### src/rtl/slave_bus_bridge.sv
// Bridge between the SCC68070 bus and the 68HC05 slave: latches the CPU access onto the
// slave's ports, pulses the slave IRQ, waits for a DTACK rising edge or times out.
module slave_bus_bridge #(
   parameter int unsigned IRQ_DELAY = 20,
   parameter int unsigned IRQ_PULSE = 1,
   parameter int unsigned TIMEOUT   = 65535
) (
   input  logic        clk,
   input  logic        reset_n,
   input  logic        cs,
   input  logic        uds,
   input  logic        lds,
   input  logic        write_strobe,
   input  logic [1:0]  addr,
   input  logic [15:0] din,
   output logic [15:0] dout,
   output logic        bus_ack,
   output logic        bus_err,
   output logic [7:0]  slave_porta,
   output logic [1:0]  slave_addr,
   output logic        slave_rw_n,
   output logic        slave_irq_n,
   input  logic [7:0]  slave_data,
   input  logic        slave_dtack_n
);

   localparam int unsigned CNT_W = 16;

   localparam logic [2:0] ST_IDLE     = 3'd0;
   localparam logic [2:0] ST_DELAY    = 3'd1;
   localparam logic [2:0] ST_IRQ      = 3'd2;
   localparam logic [2:0] ST_WAIT_ACK = 3'd3;
   localparam logic [2:0] ST_RELEASE  = 3'd4;

   logic [2:0]       state_q, state_d;
   logic [CNT_W-1:0] cnt_q, cnt_d;
   logic [CNT_W-1:0] to_q, to_d;
   logic [15:0]      dout_q, dout_d;
   logic             bus_ack_q, bus_ack_d;
   logic             bus_err_q, bus_err_d;
   logic [7:0]       porta_q, porta_d;
   logic [1:0]       saddr_q, saddr_d;
   logic             rw_n_q, rw_n_d;
   logic             irq_n_q, irq_n_d;
   logic             dtack_q, dtack_d;

   logic             req_c;
   logic             ack_edge_c;
   logic             unused_din;

   // Only the low byte reaches the 8-bit slave port.
   assign unused_din = ^din[15:8];

   assign req_c      = cs && (uds || lds);
   assign ack_edge_c = slave_dtack_n && !dtack_q;

   // Next-state and output logic; a dropped cs aborts any in-flight handshake.
   always_comb begin
      state_d   = state_q;
      cnt_d     = cnt_q;
      to_d      = to_q;
      dout_d    = dout_q;
      bus_ack_d = 1'b0;
      bus_err_d = bus_err_q;
      porta_d   = porta_q;
      saddr_d   = saddr_q;
      rw_n_d    = rw_n_q;
      irq_n_d   = irq_n_q;
      dtack_d   = slave_dtack_n;

      case (state_q)
         ST_IDLE: begin
            if (req_c) begin
               porta_d = din[7:0];
               saddr_d = addr;
               rw_n_d  = !write_strobe;
               cnt_d   = CNT_W'(IRQ_DELAY - 1);
               state_d = ST_DELAY;
            end
         end
         ST_DELAY: begin
            if (!cs) begin
               irq_n_d   = 1'b1;
               bus_err_d = 1'b0;
               state_d   = ST_IDLE;
            end else if (cnt_q == '0) begin
               irq_n_d = 1'b0;
               cnt_d   = CNT_W'(IRQ_PULSE - 1);
               state_d = ST_IRQ;
            end else begin
               cnt_d = cnt_q - CNT_W'(1);
            end
         end
         ST_IRQ: begin
            if (!cs) begin
               irq_n_d   = 1'b1;
               bus_err_d = 1'b0;
               state_d   = ST_IDLE;
            end else if (cnt_q == '0) begin
               irq_n_d = 1'b1;
               to_d    = '0;
               state_d = ST_WAIT_ACK;
            end else begin
               cnt_d = cnt_q - CNT_W'(1);
            end
         end
         ST_WAIT_ACK: begin
            // An ack edge beats a timeout expiring in the same cycle.
            if (!cs) begin
               irq_n_d   = 1'b1;
               bus_err_d = 1'b0;
               state_d   = ST_IDLE;
            end else if (ack_edge_c) begin
               dout_d    = {slave_data, slave_data};
               bus_ack_d = 1'b1;
               state_d   = ST_RELEASE;
            end else if (to_q == CNT_W'(TIMEOUT - 1)) begin
               bus_err_d = 1'b1;
               state_d   = ST_RELEASE;
            end else begin
               to_d = to_q + CNT_W'(1);
            end
         end
         ST_RELEASE: begin
            if (!cs) begin
               bus_err_d = 1'b0;
               state_d   = ST_IDLE;
            end
         end
         default: begin
            state_d = ST_IDLE;
         end
      endcase
   end

   always_ff @(posedge clk or negedge reset_n) begin
      if (!reset_n) begin
         state_q   <= ST_IDLE;
         cnt_q     <= '0;
         to_q      <= '0;
         dout_q    <= '0;
         bus_ack_q <= 1'b0;
         bus_err_q <= 1'b0;
         porta_q   <= '0;
         saddr_q   <= '0;
         rw_n_q    <= 1'b1;
         irq_n_q   <= 1'b1;
         dtack_q   <= 1'b1;
      end else begin
         state_q   <= state_d;
         cnt_q     <= cnt_d;
         to_q      <= to_d;
         dout_q    <= dout_d;
         bus_ack_q <= bus_ack_d;
         bus_err_q <= bus_err_d;
         porta_q   <= porta_d;
         saddr_q   <= saddr_d;
         rw_n_q    <= rw_n_d;
         irq_n_q   <= irq_n_d;
         dtack_q   <= dtack_d;
      end
   end

   assign dout        = dout_q;
   assign bus_ack     = bus_ack_q;
   assign bus_err     = bus_err_q;
   assign slave_porta = porta_q;
   assign slave_addr  = saddr_q;
   assign slave_rw_n  = rw_n_q;
   assign slave_irq_n = irq_n_q;

endmodule

### config.mk
export PLATFORM = sky130hd
export DESIGN_NAME = slave_bus_bridge
export DESIGN_NICKNAME = d
export VERILOG_FILES = /design/src/rtl/slave_bus_bridge.sv
export SDC_FILE = /design/constraint.sdc
export NUM_CORES = 1
export LEC_CHECK = 0
export ABC_AREA = 0
export BUFFER_PORTS_ARGS = -buffer_cell sky130_fd_sc_hd__clkbuf_2
export CORE_ASPECT_RATIO = 1.25
export CORE_MARGIN = 2
export CORE_UTILIZATION = 50
export CTS_BUF_LIST = sky130_fd_sc_hd__clkbuf_8
export DETAILED_ROUTE_END_ITERATION = 16
export GPL_TIMING_DRIVEN = 0
export PLACE_DENSITY_LB_ADDON = 0.08
export SLEW_MARGIN = 10
export SYNTH_ARGS = -nofsm -noshare
export SYNTH_HDL_FRONTEND = slang
export SYNTH_SLANG_ARGS = --single-unit
### constraint.sdc
create_clock -name clk -period 4.5 [get_ports clk]
set_input_delay 0.45 -clock clk [delete_from_list [all_inputs] [get_ports clk]]
set_output_delay 0.45 -clock clk [all_outputs]
set_load 0.03 [all_outputs]
==> impl_metrics.ini <==
[floorplanning]
initial_utilization_pct = 52.4
floorplan.die_area_um2 = 6780
dieHeight_um = 91.6
io_pins = 63
rows = 31
die_x_um = 74.1
coreArea_um2 = 5860

[timing]
fin_crit_ns = 2.62
rsz0062_at_grt = false
fin_crit_sh_pct = 58.1
setup_tns_ns = 0
finalHoldViolations = 0
setup_viol = 0
relSlewSlack_pct = 26.2
finalMaxSlewViolations = 0
fmax_mhz = 382
worst_pin_slew_ns = 1.10
fin_worst_skew_ns = 0.00444

[logic_synthesis]
ys_warn_count = 0
syn_avg_cell_area_um2 = 10.4
synth_top_area_cell = dfrtp_1
synth_edf_count = 0
synth-main-ff-cell = dfrtp_1
synth_cell_type_count = 50
synthCells = 295
ys_top_cells_by_area = dfrtp_1, mux2_2, xnor2_1, nor2_1, a21oi_1
syn_nets = 332
synth_area_um2 = 3070
ys_ff_latch = 58
ys_seq_area_share_pct = 47.4
async_flop_share_pct = 100
synth_top_cell_area_share_pct = 44.9

[placement]
place_hpwl_um = 4640
port_buffers = 54
post_dp_cell_area_um2 = 3440
gp_congestion = 0.830

[clock_tree]
cts_buffers = 9
hold_buffers = 0
cts_setup_buffers = 0
cts-root-buf = clkbuf_8
clk_path_buf_depth = 2
clk_pin_slew_worst_paths_ns = 0.06
htreeDepth = 3
cts_sinks = 58
clk_latency_ns = 0.34
cts_tree = yes
ctsResizeCount = 0

[routing]
drt_pass1_iterations = 4
wl_um = 6610
vias_per_cell = 5.35
drcViolationCount = 0
drt-initial-drc-count = 90
vias = 2392
ant_nets = 0
post_drt_wl_per_cell_um = 14.8

[global_route]
grt_pass1_vias = 2443
antenna_found_initial = 0
grt_max_degree = 59
overflow = 0
grtUsageMet2_pct = 36.2
grt_pass1_wl_um = 11300
met3_usage_pct = 4.22
use_met1_pct = 26.2
grt_usage_pct = 21.7
grt_busiest_layer = met2

[setup_path]
path_cells = inv_1 -> ha_1 -> or4b_2 -> nor4_4 -> nor2b_1 -> nor4_4 -> buf_6 -> a21oi_1
r2r_setup_slack_ns = 1.88
crit_path_start_kind = flip-flop
endpoint_kind = flip-flop
critPathTopFamily = simple AND/OR/NAND/NOR gates
crit_cells = 8
rr_worst_depth = 8
arrival_ns = 2.82
critical_path_required_ns = 4.70
cp_max_fo = 10
cp_slowest_cell = or4b_2
cpMostUsedCell = nor4_4
cpPeakStageDelay_ns = 0.62
cp_num_buf_inv = 2
crit_type = reg2reg

[layout]
fin_nets = 397
areaGrowthSynthToFinish_pct = 19.1
final_cell_mix = dfrtp_1, clkbuf_2, nor2_1
drive_above_1_share_pct = 31.2
fin_area_um2 = 3650
mostFrequentLayoutCell = dfrtp_1
num_antenna_cells = 0

[pwr]
p_leak_nw = 1.65
irDropWorstVdd_mv = 0.267
power_density_nw_per_um2 = 343

[hold_path]
hp-class = in2reg
min_path_cells = 1

[run]
maxCapViolations = 0

[outcome]
status = finished, final reports clean
==> routing by layer <==
metal  up-vias  wire [um]
met2        29       3390
met1      1150       2930
met3        13        145
met4         0        148
li1       1200          -
met5         -          0
==> cells by family after synthesis <==
| kind of cell | synth area share, % |
|---|---|
| multiplexers | 8.44 |
| adder cells (fa/ha/maj) | 1.63 |
| flip-flops | 47.4 |
| buffers and inverters | 4.85 |
| XOR/XNOR | 5.42 |
| AO/OA/AOI/OAI | 10.6 |
| AND/OR/NAND/NOR | 21.7 |
==> sequential cells by signal (all words and copies together) (netlist names) <==
signal and cells:
slave_porta 8, state_q 3, bus_ack 1, to_q 16, bus_err 1, slave_rw_n 1
dout 8, dtack_q 1, slave_irq_n 1, slave_addr 2, cnt_q 16
==> final timing paths <==
path	startpoint	to
min reg2reg	slave_rw_n	slave_rw_n
min in group asynchronous	reset_n	bus_err
max in group asynchronous	reset_n	slave_porta[4]
max reg2reg	cnt_q[0]	cnt_q[5]
min	slave_dtack_n	dtack_q
max	cnt_q[0]	cnt_q[5]
==> worst register-to-register path: stages (launching register included) <==
cell     delay, ns
dfrtp_1       0.44
inv_1         0.11
ha_1          0.17
or4b_2        0.62
nor4_4        0.33
nor2b_1       0.14
nor4_4        0.41
buf_6         0.20
a21oi_1       0.06
==> power by group <==
group | switching, mW | internal [mW] | total [mW]
Clock | 0.208 | 0.306 | 0.514
Combinational | 0.111 | 0.0568 | 0.167
Sequential | 0.0192 | 0.554 | 0.573
==> layout make-up <==
class                           count  area [um^2]
Timing Repair Buffer               54          273
Buffer                             21          130
Multi-Input combinational cell    211         1460
Inverter                            5         18.8
Clock buffer                        9          124
Sequential cell                    58         1460
Clock inverter                      7         86.3
Fill cell                         495         2200
Tap cell                           82          103
==> through the flow <==
stage / total power [mW] / cells / hold slack, ns / setup WS (ns) / utilization [%]
CTS: 1.27 / 447 / 0.195 / 1.88 / 62.4
global placement: 0.748 / 431 / 0.471 / 1.92 / 58.7
finish: 1.25 / 447 / 0.202 / 1.88 / 62.4
floorplan: 0.690 / 295 / 0.154 / 2.21 / -
global route: 1.31 / 447 / 0.194 / 1.70 / 62.4
detailed placement: 0.751 / 431 / 0.481 / 1.89 / 58.8
==> cell usage after synthesis, types with 3 or more instances <==
master    count
nand3_1      10
nand2b_1      3
nor4_1       10
a211oi_1      7
or4_1         4
nand3b_1      3
clkbuf_1      8
nor4_4        3
mux2i_1       3
nand4_1       5
nand2_1      16
nor2b_1       4
o21ai_0       7
a21oi_1      18
o31ai_1       4
and4_1        3
ha_1          4
buf_4         9
nor2_1       33
dfrtp_1      55
or3_1         5
xnor2_1      18
mux2_2       19
nor3_1        6
inv_1         5
dfstp_2       3
Note: power is estimated with default switching activity, not from simulation.
